File: config.mk
export PLATFORM = sky130hd
export DESIGN_NAME = bp_unit
export DESIGN_NICKNAME = d
export VERILOG_FILES = /design/src/rtl/bp_unit.sv
export SDC_FILE = /design/constraint.sdc
export NUM_CORES = 1
export LEC_CHECK = 0
export CORE_UTILIZATION = 40
export DETAILED_ROUTE_END_ITERATION = 10
export PLACE_DENSITY = 0.56
export SETUP_SLACK_MARGIN = 0.05
export SYNTH_ARGS = -nofsm -noshare
export SYNTH_HDL_FRONTEND = slang
export SYNTH_SLANG_ARGS = --single-unit
File: constraint.sdc
create_clock -name sysclk -period 10.6 [get_ports sysclk]
set_clock_uncertainty 0.1 [all_clocks]
set_input_delay 2.12 -clock sysclk [delete_from_list [all_inputs] [get_ports sysclk]]
set_output_delay 2.12 -clock sysclk [all_outputs]
set_load 0.05 [all_outputs]
File: src/rtl/bp_unit.sv
// bp_unit -- hardware breakpoint unit for a target core's code fetch port.
// NUM_BP comparators (exact / masked / range) watch tg_code_addr. A new match
// arms the unit; the target is halted on the next execute cycle by holding
// tg_code_ready low until resume. A level step request halts the same way.
// Optional feature: define BP_UNIT_PASS_COUNT_EN to add a per-breakpoint pass
// counter that lets a breakpoint be skipped COUNT times before it arms.
module bp_unit #(
  parameter int NUM_BP     = 4,
  parameter int ADDR_WIDTH = 16,
  parameter int CNT_WIDTH  = 8
) (
  input  logic                  sysclk,
  input  logic                  sysreset_n,
  input  logic [ADDR_WIDTH-1:0] tg_code_addr,
  input  logic                  tg_enable_exec,
  input  logic                  rom_code_ready,
  input  logic                  step,
  input  logic                  resume,
  input  logic                  cfg_wr,
  input  logic [2:0]            cfg_idx,
  input  logic [1:0]            cfg_field,
  input  logic [ADDR_WIDTH-1:0] cfg_wdata,
  output logic [ADDR_WIDTH-1:0] cfg_rdata,
  output logic                  tg_code_ready,
  output logic                  bp_hit,
  output logic [2:0]            hit_id,
  output logic                  hit_step
);

  typedef enum logic [1:0] {
    ST_RUN    = 2'd0,
    ST_ARMED  = 2'd1,
    ST_HALTED = 2'd2
  } state_t;

  localparam logic [1:0] FLD_ADDR  = 2'd0;
  localparam logic [1:0] FLD_AUX   = 2'd1;
  localparam logic [1:0] FLD_CTRL  = 2'd2;
  localparam logic [1:0] FLD_COUNT = 2'd3;

  localparam logic [1:0] MODE_OFF    = 2'b00;
  localparam logic [1:0] MODE_EXACT  = 2'b01;
  localparam logic [1:0] MODE_MASKED = 2'b10;
  localparam logic [1:0] MODE_RANGE  = 2'b11;

  logic [ADDR_WIDTH-1:0] bp_addr [NUM_BP];
  logic [ADDR_WIDTH-1:0] bp_aux  [NUM_BP];
  logic [1:0]            bp_mode [NUM_BP];

  logic [NUM_BP-1:0]     cmp;
  logic [NUM_BP-1:0]     prev_cmp;
  logic [NUM_BP-1:0]     new_match;
  logic [NUM_BP-1:0]     arm;
  logic                  arm_any;
  logic [2:0]            arm_idx;
  logic [ADDR_WIDTH-1:0] prev_addr;
  logic [ADDR_WIDTH-1:0] halt_addr;
  logic                  suppress_q;
  logic                  match_en;
  logic                  reconfig;
  state_t                state;

  // A write that changes what a comparator looks for restarts the unit.
  assign reconfig = cfg_wr && (int'(cfg_idx) < NUM_BP) && (cfg_field != FLD_COUNT);

  // Matching only runs in RUN, and not while parked on the address we resumed at.
  assign match_en = (state == ST_RUN) && !(suppress_q && (tg_code_addr == halt_addr));

  // Configuration table: address, aux (mask / range high) and mode per breakpoint.
  // NOTE: non-blocking assignments in every clocked block so all registers sample pre-edge values.
  // NOTE: the table is a handful of flops, not RAM, and must come up disabled, so it is reset.
  always_ff @(posedge sysclk or negedge sysreset_n) begin
    if (!sysreset_n) begin
      for (int i = 0; i < NUM_BP; i++) begin
        bp_addr[i] <= '0;
        bp_aux[i]  <= '0;
        bp_mode[i] <= MODE_OFF;
      end
    end else if (cfg_wr) begin
      for (int i = 0; i < NUM_BP; i++) begin
        if (cfg_idx == 3'(i)) begin
          case (cfg_field)
            FLD_ADDR: bp_addr[i] <= cfg_wdata;
            FLD_AUX:  bp_aux[i]  <= cfg_wdata;
            FLD_CTRL: bp_mode[i] <= cfg_wdata[1:0];
            default:  ;
          endcase
        end
      end
    end
  end

  // Comparators and new-match detection (address changed or comparator just rose).
  // NOTE: every output gets a default before the loop so no path infers a latch.
  always_comb begin
    cmp       = '0;
    new_match = '0;
    for (int i = 0; i < NUM_BP; i++) begin
      case (bp_mode[i])
        MODE_EXACT:  cmp[i] = (tg_code_addr == bp_addr[i]);
        MODE_MASKED: cmp[i] = (((tg_code_addr ^ bp_addr[i]) & ~bp_aux[i]) == '0);
        MODE_RANGE:  cmp[i] = (tg_code_addr >= bp_addr[i]) && (tg_code_addr <= bp_aux[i]);
        default:     cmp[i] = 1'b0;
      endcase
      new_match[i] = match_en && cmp[i] && ((tg_code_addr != prev_addr) || !prev_cmp[i]);
    end
  end

`ifdef BP_UNIT_PASS_COUNT_EN
  logic [CNT_WIDTH-1:0] bp_count [NUM_BP];

  // Pass counters: each new match consumes one pass; a direct write beats the decrement.
  always_ff @(posedge sysclk or negedge sysreset_n) begin
    if (!sysreset_n) begin
      for (int i = 0; i < NUM_BP; i++) bp_count[i] <= '0;
    end else begin
      for (int i = 0; i < NUM_BP; i++) begin
        if (cfg_wr && (cfg_idx == 3'(i)) && (cfg_field == FLD_COUNT))
          bp_count[i] <= cfg_wdata[CNT_WIDTH-1:0];
        else if (new_match[i] && (bp_count[i] != '0))
          bp_count[i] <= bp_count[i] - 1'b1;
      end
    end
  end

  // A breakpoint arms only once its passes are used up.
  always_comb begin
    arm = '0;
    for (int i = 0; i < NUM_BP; i++) arm[i] = new_match[i] && (bp_count[i] == '0);
  end
`else
  localparam logic [CNT_WIDTH-1:0] COUNT_NONE = '0;

  // Without pass counters every new match arms.
  always_comb begin
    arm = new_match;
  end
`endif

  assign arm_any = |arm;

  // Lowest-numbered arming breakpoint wins.
  always_comb begin
    arm_idx = '0;
    for (int i = NUM_BP - 1; i >= 0; i--) begin
      if (arm[i]) arm_idx = 3'(i);
    end
  end

  // History for new-match detection.
  always_ff @(posedge sysclk or negedge sysreset_n) begin
    if (!sysreset_n) begin
      prev_addr <= '0;
      prev_cmp  <= '0;
    end else begin
      prev_addr <= tg_code_addr;
      prev_cmp  <= cmp;
    end
  end

  // Halt controller: RUN -> ARMED -> HALTED -> RUN, with registered halt outputs.
  always_ff @(posedge sysclk or negedge sysreset_n) begin
    if (!sysreset_n) begin
      state      <= ST_RUN;
      bp_hit     <= 1'b0;
      hit_id     <= '0;
      hit_step   <= 1'b0;
      suppress_q <= 1'b0;
      halt_addr  <= '0;
    end else if (reconfig) begin
      state      <= ST_RUN;
      bp_hit     <= 1'b0;
      suppress_q <= 1'b0;
    end else begin
      if (suppress_q && (tg_code_addr != halt_addr)) suppress_q <= 1'b0;
      case (state)
        ST_RUN: begin
          if (arm_any || step) begin
            hit_id   <= arm_any ? arm_idx : 3'd0;
            hit_step <= ~arm_any;
            if (tg_enable_exec) begin
              state     <= ST_HALTED;
              bp_hit    <= 1'b1;
              halt_addr <= tg_code_addr;
            end else begin
              state <= ST_ARMED;
            end
          end
        end
        ST_ARMED: begin
          if (tg_enable_exec) begin
            state     <= ST_HALTED;
            bp_hit    <= 1'b1;
            halt_addr <= tg_code_addr;
          end
        end
        ST_HALTED: begin
          if (resume) begin
            state      <= ST_RUN;
            bp_hit     <= 1'b0;
            suppress_q <= 1'b1;
          end
        end
        default: begin
          state  <= ST_RUN;
          bp_hit <= 1'b0;
        end
      endcase
    end
  end

  assign tg_code_ready = rom_code_ready & ~bp_hit;

  // Configuration readback, zero-extended; unused indices read 0.
  always_comb begin
    cfg_rdata = '0;
    for (int i = 0; i < NUM_BP; i++) begin
      if (cfg_idx == 3'(i)) begin
        case (cfg_field)
          FLD_ADDR: cfg_rdata = bp_addr[i];
          FLD_AUX:  cfg_rdata = bp_aux[i];
          FLD_CTRL: cfg_rdata = ADDR_WIDTH'(bp_mode[i]);
`ifdef BP_UNIT_PASS_COUNT_EN
          default:  cfg_rdata = ADDR_WIDTH'(bp_count[i]);
`else
          default:  cfg_rdata = ADDR_WIDTH'(COUNT_NONE);
`endif
        endcase
      end
    end
  end

endmodule

## Word-level counts from Yosys, hierarchy flattened

Cells that the tools add are included.

| storage, ports and cells | value |
|---|---|
| register bits after elaboration | 180 |
| bits of input ports | 44 |
| output and inout bits | 22 |
| logic and storage cells | 163 |

| operators by class | value |
|---|---|
| magnitude comparators | 9 |
| eq/ne operators | 31 |
| multiplexer cells | 35 |
| bitwise operators | 16 |
| reduce and logical (&&, ||, !) cells | 52 |

Operator list:

| operator | number |
|---|---|
| 16-bit one-hot mux with 3 select lines | 4 |
| 16-bit two-way mux | 6 |
| 16-bit == test | 5 |
| 16-bit bitwise AND | 4 |
| 16-bit >= comparator | 4 |
| 16-bit less-or-equal comparator | 4 |
| 16-bit zero test | 4 |
| 16-bit inverter | 4 |
| 16-bit bitwise XOR | 4 |
| 3-bit AND reduction | 15 |
| 16-bit inequality test | 2 |
| 16-bit one-hot mux with 2 select lines | 1 |
| 2-bit == test, second input constant | 10 |
| 1-bit logical AND | 17 |
| 1-bit one-hot mux with 3 select lines | 5 |
| 2-bit by 1-bit == test with 1-bit output, second input constant | 6 |
| 2-bit two-way mux | 6 |
| 3-bit two-way mux | 4 |
| 1-bit two-way mux | 8 |
| 3-bit by 2-bit == test with 1-bit output, second input constant | 2 |
| 3-bit inequality test, second input constant | 2 |
| 2-bit one-hot mux with 3 select lines | 1 |
| 1-bit zero test | 5 |
| 1-bit logical OR | 5 |
| other kinds (12) | 15 |

## Longest topological paths before layout

| logic depth | value |
|---|---|
| word-level depth | 11 |
| gate-level depth with buffers | 13 |
| mapped depth without buffers | 11 |

## Least setup slack after synthesis

Ideal clock, no wire load.

| timing | value |
|---|---|
| kind | input to output |
| from | input port cfg_field[0] |
| to | output port cfg_rdata[10] |
| arrival time | 5.022 ns |
| required time | 8.380 ns |
| setup slack | 3.358 ns |
| cell stages on the path | 6 |
| buffers on the path | 4 |
| path through | clkbuf_1 -> clkbuf_1 -> buf_1 -> buf_1 -> mux2i_1 -> o21ai_0 |

| between the ends | value |
|---|---|
| cells in the longest elaborated chain, start to end | 6 |
| elaborated cells between the ends (all ways) | 11 |
| classes of those cells | 2 x eq/ne; 8 x mux; 1 x reduce/logical |

Ends and longest elaborated chain:

| element | RTL line | source |
|---|---|---|
| start: declaration | 21 | `input logic [1:0] cfg_field,` |
| 2-bit == test, or another cell as far along | 219 | `case (cfg_field)` |
| 16-bit one-hot mux with 3 select lines | 219 |  |
| 16-bit two-way mux (3 in a row) | 218 | `if (cfg_idx == 3'(i)) begin` |
| 16-bit two-way mux (*) | 218 |  |
| end: declaration | 23 | `output logic [ADDR_WIDTH-1:0] cfg_rdata,` |

Mark *: on every way between the ends. The rest lies on a longest branch, timed or not.

## Final worst setup path

| timing | value |
|---|---|
| from | input port cfg_idx[2] |
| to | output port cfg_rdata[15] |

| between the ends | value |
|---|---|
| cells in the longest elaborated chain, start to end | 5 |
| elaborated cells between the ends (all ways) | 8 |
| classes of those cells | 3 x eq/ne; 4 x mux; 1 x reduce/logical |

Ends and longest elaborated chain:

| element | RTL line | source |
|---|---|---|
| start: declaration | 20 | `input logic [2:0] cfg_idx,` |
| 3-bit zero test | 218 |  |
| 16-bit two-way mux (3 in a row) | 218 |  |
| 16-bit two-way mux (*) | 218 |  |

Marks and branches as above.

==> impl_metrics.tcl <==
set metrics [dict create \
    syn_nets 1388 \
    place_hpwl_mm 30.5 \
    final-setup-viol-count 0 \
    rsz0062_at_grt "no" \
    ys_warn_count 0 \
    cpMaxStageDelayCell "nor3b_1" \
    worstHoldEndpoint "hit_id[1]" \
    synth_top_area_cell "dfrtp_1" \
    avgSynthCellArea_um2 9.64 \
    crit_top_cell "clkdlybuf4s50_1" \
    synth_area_leaders "dfrtp_1 38%, ha_1 14%, mux2_2 9.4%" \
    hp-class "reg2reg" \
    powerDensity_nw_per_um2 182 \
    min_period_over_period_pct 75.5 \
    post-route-util_pct 46.4 \
    slew_viol_final 0 \
    r2r_slack_ns 5.92 \
    cp_slowest_stage_delay_ns 1.26 \
    syn_area_um2 11700 \
    antenna_found_initial 0 \
    cts_tree "yes" \
    layout_common_cells "179 x dfrtp_1, 129 x inv_1, 128 x ha_1, 101 x o21ai_0, 98 x mux2_2" \
    drv_cap 0 \
    drtPass1Iterations 5 \
    clock-root-buffer "clkbuf_16" \
    clkTransAtPathRegs_ns 0.08 \
    cp.arrival_ns 5.78 \
    dr.first_iter.drc_count 845 \
    post-cts-setup-buffer-count 0 \
    critical-path-top-delay-family "buffers and inverters" \
    area_delta_synth_final_pct 13.9 \
    yosysSeqAreaShare_pct 38.2 \
    clk_latency_ns 0.45 \
    path_buf_inv 2 \
    synth_seq_cells 179 \
    cts-resized-gates 0 \
    path_cells "clkdlybuf4s50_1 -> nor3b_1 -> a22oi_1 -> o22ai_1 -> nand3_1 -> o21ai_0 -> clkdlybuf4s50_1" \
    drt_wl_total_mm 41.4 \
    crit_path_max_fanout 17 \
    layout-drive-gt1-share_pct 13.6 \
    timing.critical_path.to_type "output pin" \
    tightest_slew_ns 1.39 \
    syn_inst 1216 \
    status "complete, no violations" \
    synth_ff_type "dfrtp_1" \
    fin_tns_setup_ns 0 \
    track_usage_pct 28.3 \
    cts_buffers 17 \
    cts.sinks 179 \
    ctsHoldBuffers 0 \
    grt_max_degree 102 \
    dieHeight_um 173 \
    leakage_uw 0.00590 \
    num_rows 62 \
    cts_max_level 4 \
    slew_headroom_pct 7.31 \
    ys_types 62 \
    route.detailed.drc 0 \
    io_pins 66 \
    grt_pass1_wl_mm 61.8 \
    hold_depth 1 \
    io_buffers 64 \
    ant_nets 0 \
    avgViaCountPerCell 5.85 \
    final_common_cell "dfrtp_1" \
    fmax_mhz 125 \
    via_count 9740 \
    fp.dieW_um 173 \
    cp.required_ns 8.38 \
    overflow 0 \
    finalHoldViolations 0 \
    r2r-start "bp_aux[29]" \
    gp_congestion 0.979 \
    finalNetCount 1440 \
    synth_edf_count 0 \
    die_area_um2 30000 \
    peakVddDrop_mv 0.117 \
    clock_path_buffers 2 \
    antenna_cells 0 \
    period_needed_ns 8.00 \
    crit_path_start_kind "input port" \
    grt_pass1_vias 9568 \
    synth_top_area_share_pct 38.2 \
    regToRegEndpoint "halt_addr[5]" \
    async_flop_share_pct 100 \
    wl_per_cell_um 24.8 \
    start_util_pct 40.7 \
    critPathKind "in2out" \
    core-area_um2 28800 \
    min_from "hit_id[1]" \
    ff2ff_path_depth 10 \
]
## synthesized netlist by cell type (all sizes together), types with 3 or more instances
master	number
a221oi	6
o2bb2ai	3
a22oi	16
o31ai	3
nor2	46
nor4	11
o32ai	3
buf	8
o22ai	42
a21o	7
nand3	30
ha	128
dfrtp	179
a211oi	14
or2	3
mux2i	34
or4	3
o211ai	9
inv	129
mux2	106
o21ai	101
xnor2	20
nor2b	13
nand4	32
nor3	12
a21boi	5
clkbuf	41
nor4b	3
a21oi	72
xor2	12
nand2	92
## report_power, final
part | leakage [uW] | internal (uW) | total, uW | switching, uW
Combinational | 0.00344 | 343 | 796 | 453
Sequential | 0.00219 | 826 | 997 | 171
Clock | 0.000273 | 319 | 636 | 317
Total | 0.00590 | 1490 | 2430 | 941
## sequential cells by signal, summed over array words and instances (netlist names)
| name | count |
|---|---|
| bp_addr | 64 |
| bp_aux | 64 |
| halt_addr | 16 |
| prev_addr | 16 |
| bp_mode | 8 |
| prev_cmp | 4 |
| hit_id | 2 |
| state | 2 |
| bp_hit | 1 |
| hit_step | 1 |
| suppress_q | 1 |
## per-stage QoR
stage          total power, uW  instances  setup slack [ns]  hold WS (ns)  cell area (um2)
2_1_floorplan             1470       1216              3.36         0.379            11700
3_3_place_gp              1770       1633              2.86         0.380            12800
5_1_grt                   2560       1665              2.48         0.407            13400
6_report                  2430       1665              2.60         0.395            13400
3_5_place_dp              1780       1633              2.74         0.380            12800
4_1_cts                   2420       1665              2.73         0.402            13400
## cells by family after synthesis
logic type | Yosys count | share of synthesized area [%]
compound gates | 301 | 15.8
mux | 140 | 13.3
other cells | 1 | 0.0320
fa+ha+maj | 128 | 13.7
flops | 179 | 38.2
xor+xnor | 32 | 2.39
simple gates | 257 | 10.6
buf+inv | 178 | 5.94
## area by class of cell
type,instances,area [um2]
timing repair buffer,82,774
fill,2742,15400
clock inverter,14,140
multi-input combinational,859,6550
clock buffer,18,439
sequential,179,4480
inverter,129,484
tap,384,480
## worst reg2reg max path: cells and delay by family, from the launching register on
kind / cells / cell delay (ns)
compound gates: 5 / 2.33
fa+ha+maj: 1 / 0.32
buf+inv: 1 / 0.09
flops: 1 / 0.48
mux: 1 / 0.42
simple gates: 2 / 0.83
## how the worst max path moves through the flow
stage / from / endpoint / cells after the start
after floorplan: cfg_field[0] / cfg_rdata[10] / 6
after global placement: cfg_idx[2] / cfg_rdata[15] / 7
after detailed placement: cfg_idx[2] / cfg_rdata[15] / 7
after CTS: cfg_idx[2] / cfg_rdata[15] / 7
after global routing: cfg_idx[2] / cfg_rdata[15] / 7
final: cfg_idx[2] / cfg_rdata[15] / 7
## routing by layer
| metal | global-route usage [%] | vias up | wire length (um) |
|---|---|---|---|
| met5 | 0 | - | 0 |
| met2 | 42.8 | 394 | 18100 |
| met1 | 40.0 | 4781 | 19000 |
| met4 | 10.4 | 0 | 1380 |
| li1 | - | 4492 | - |
| met3 | 5.41 | 73 | 2830 |
Note: power is estimated with default switching activity, not from simulation.
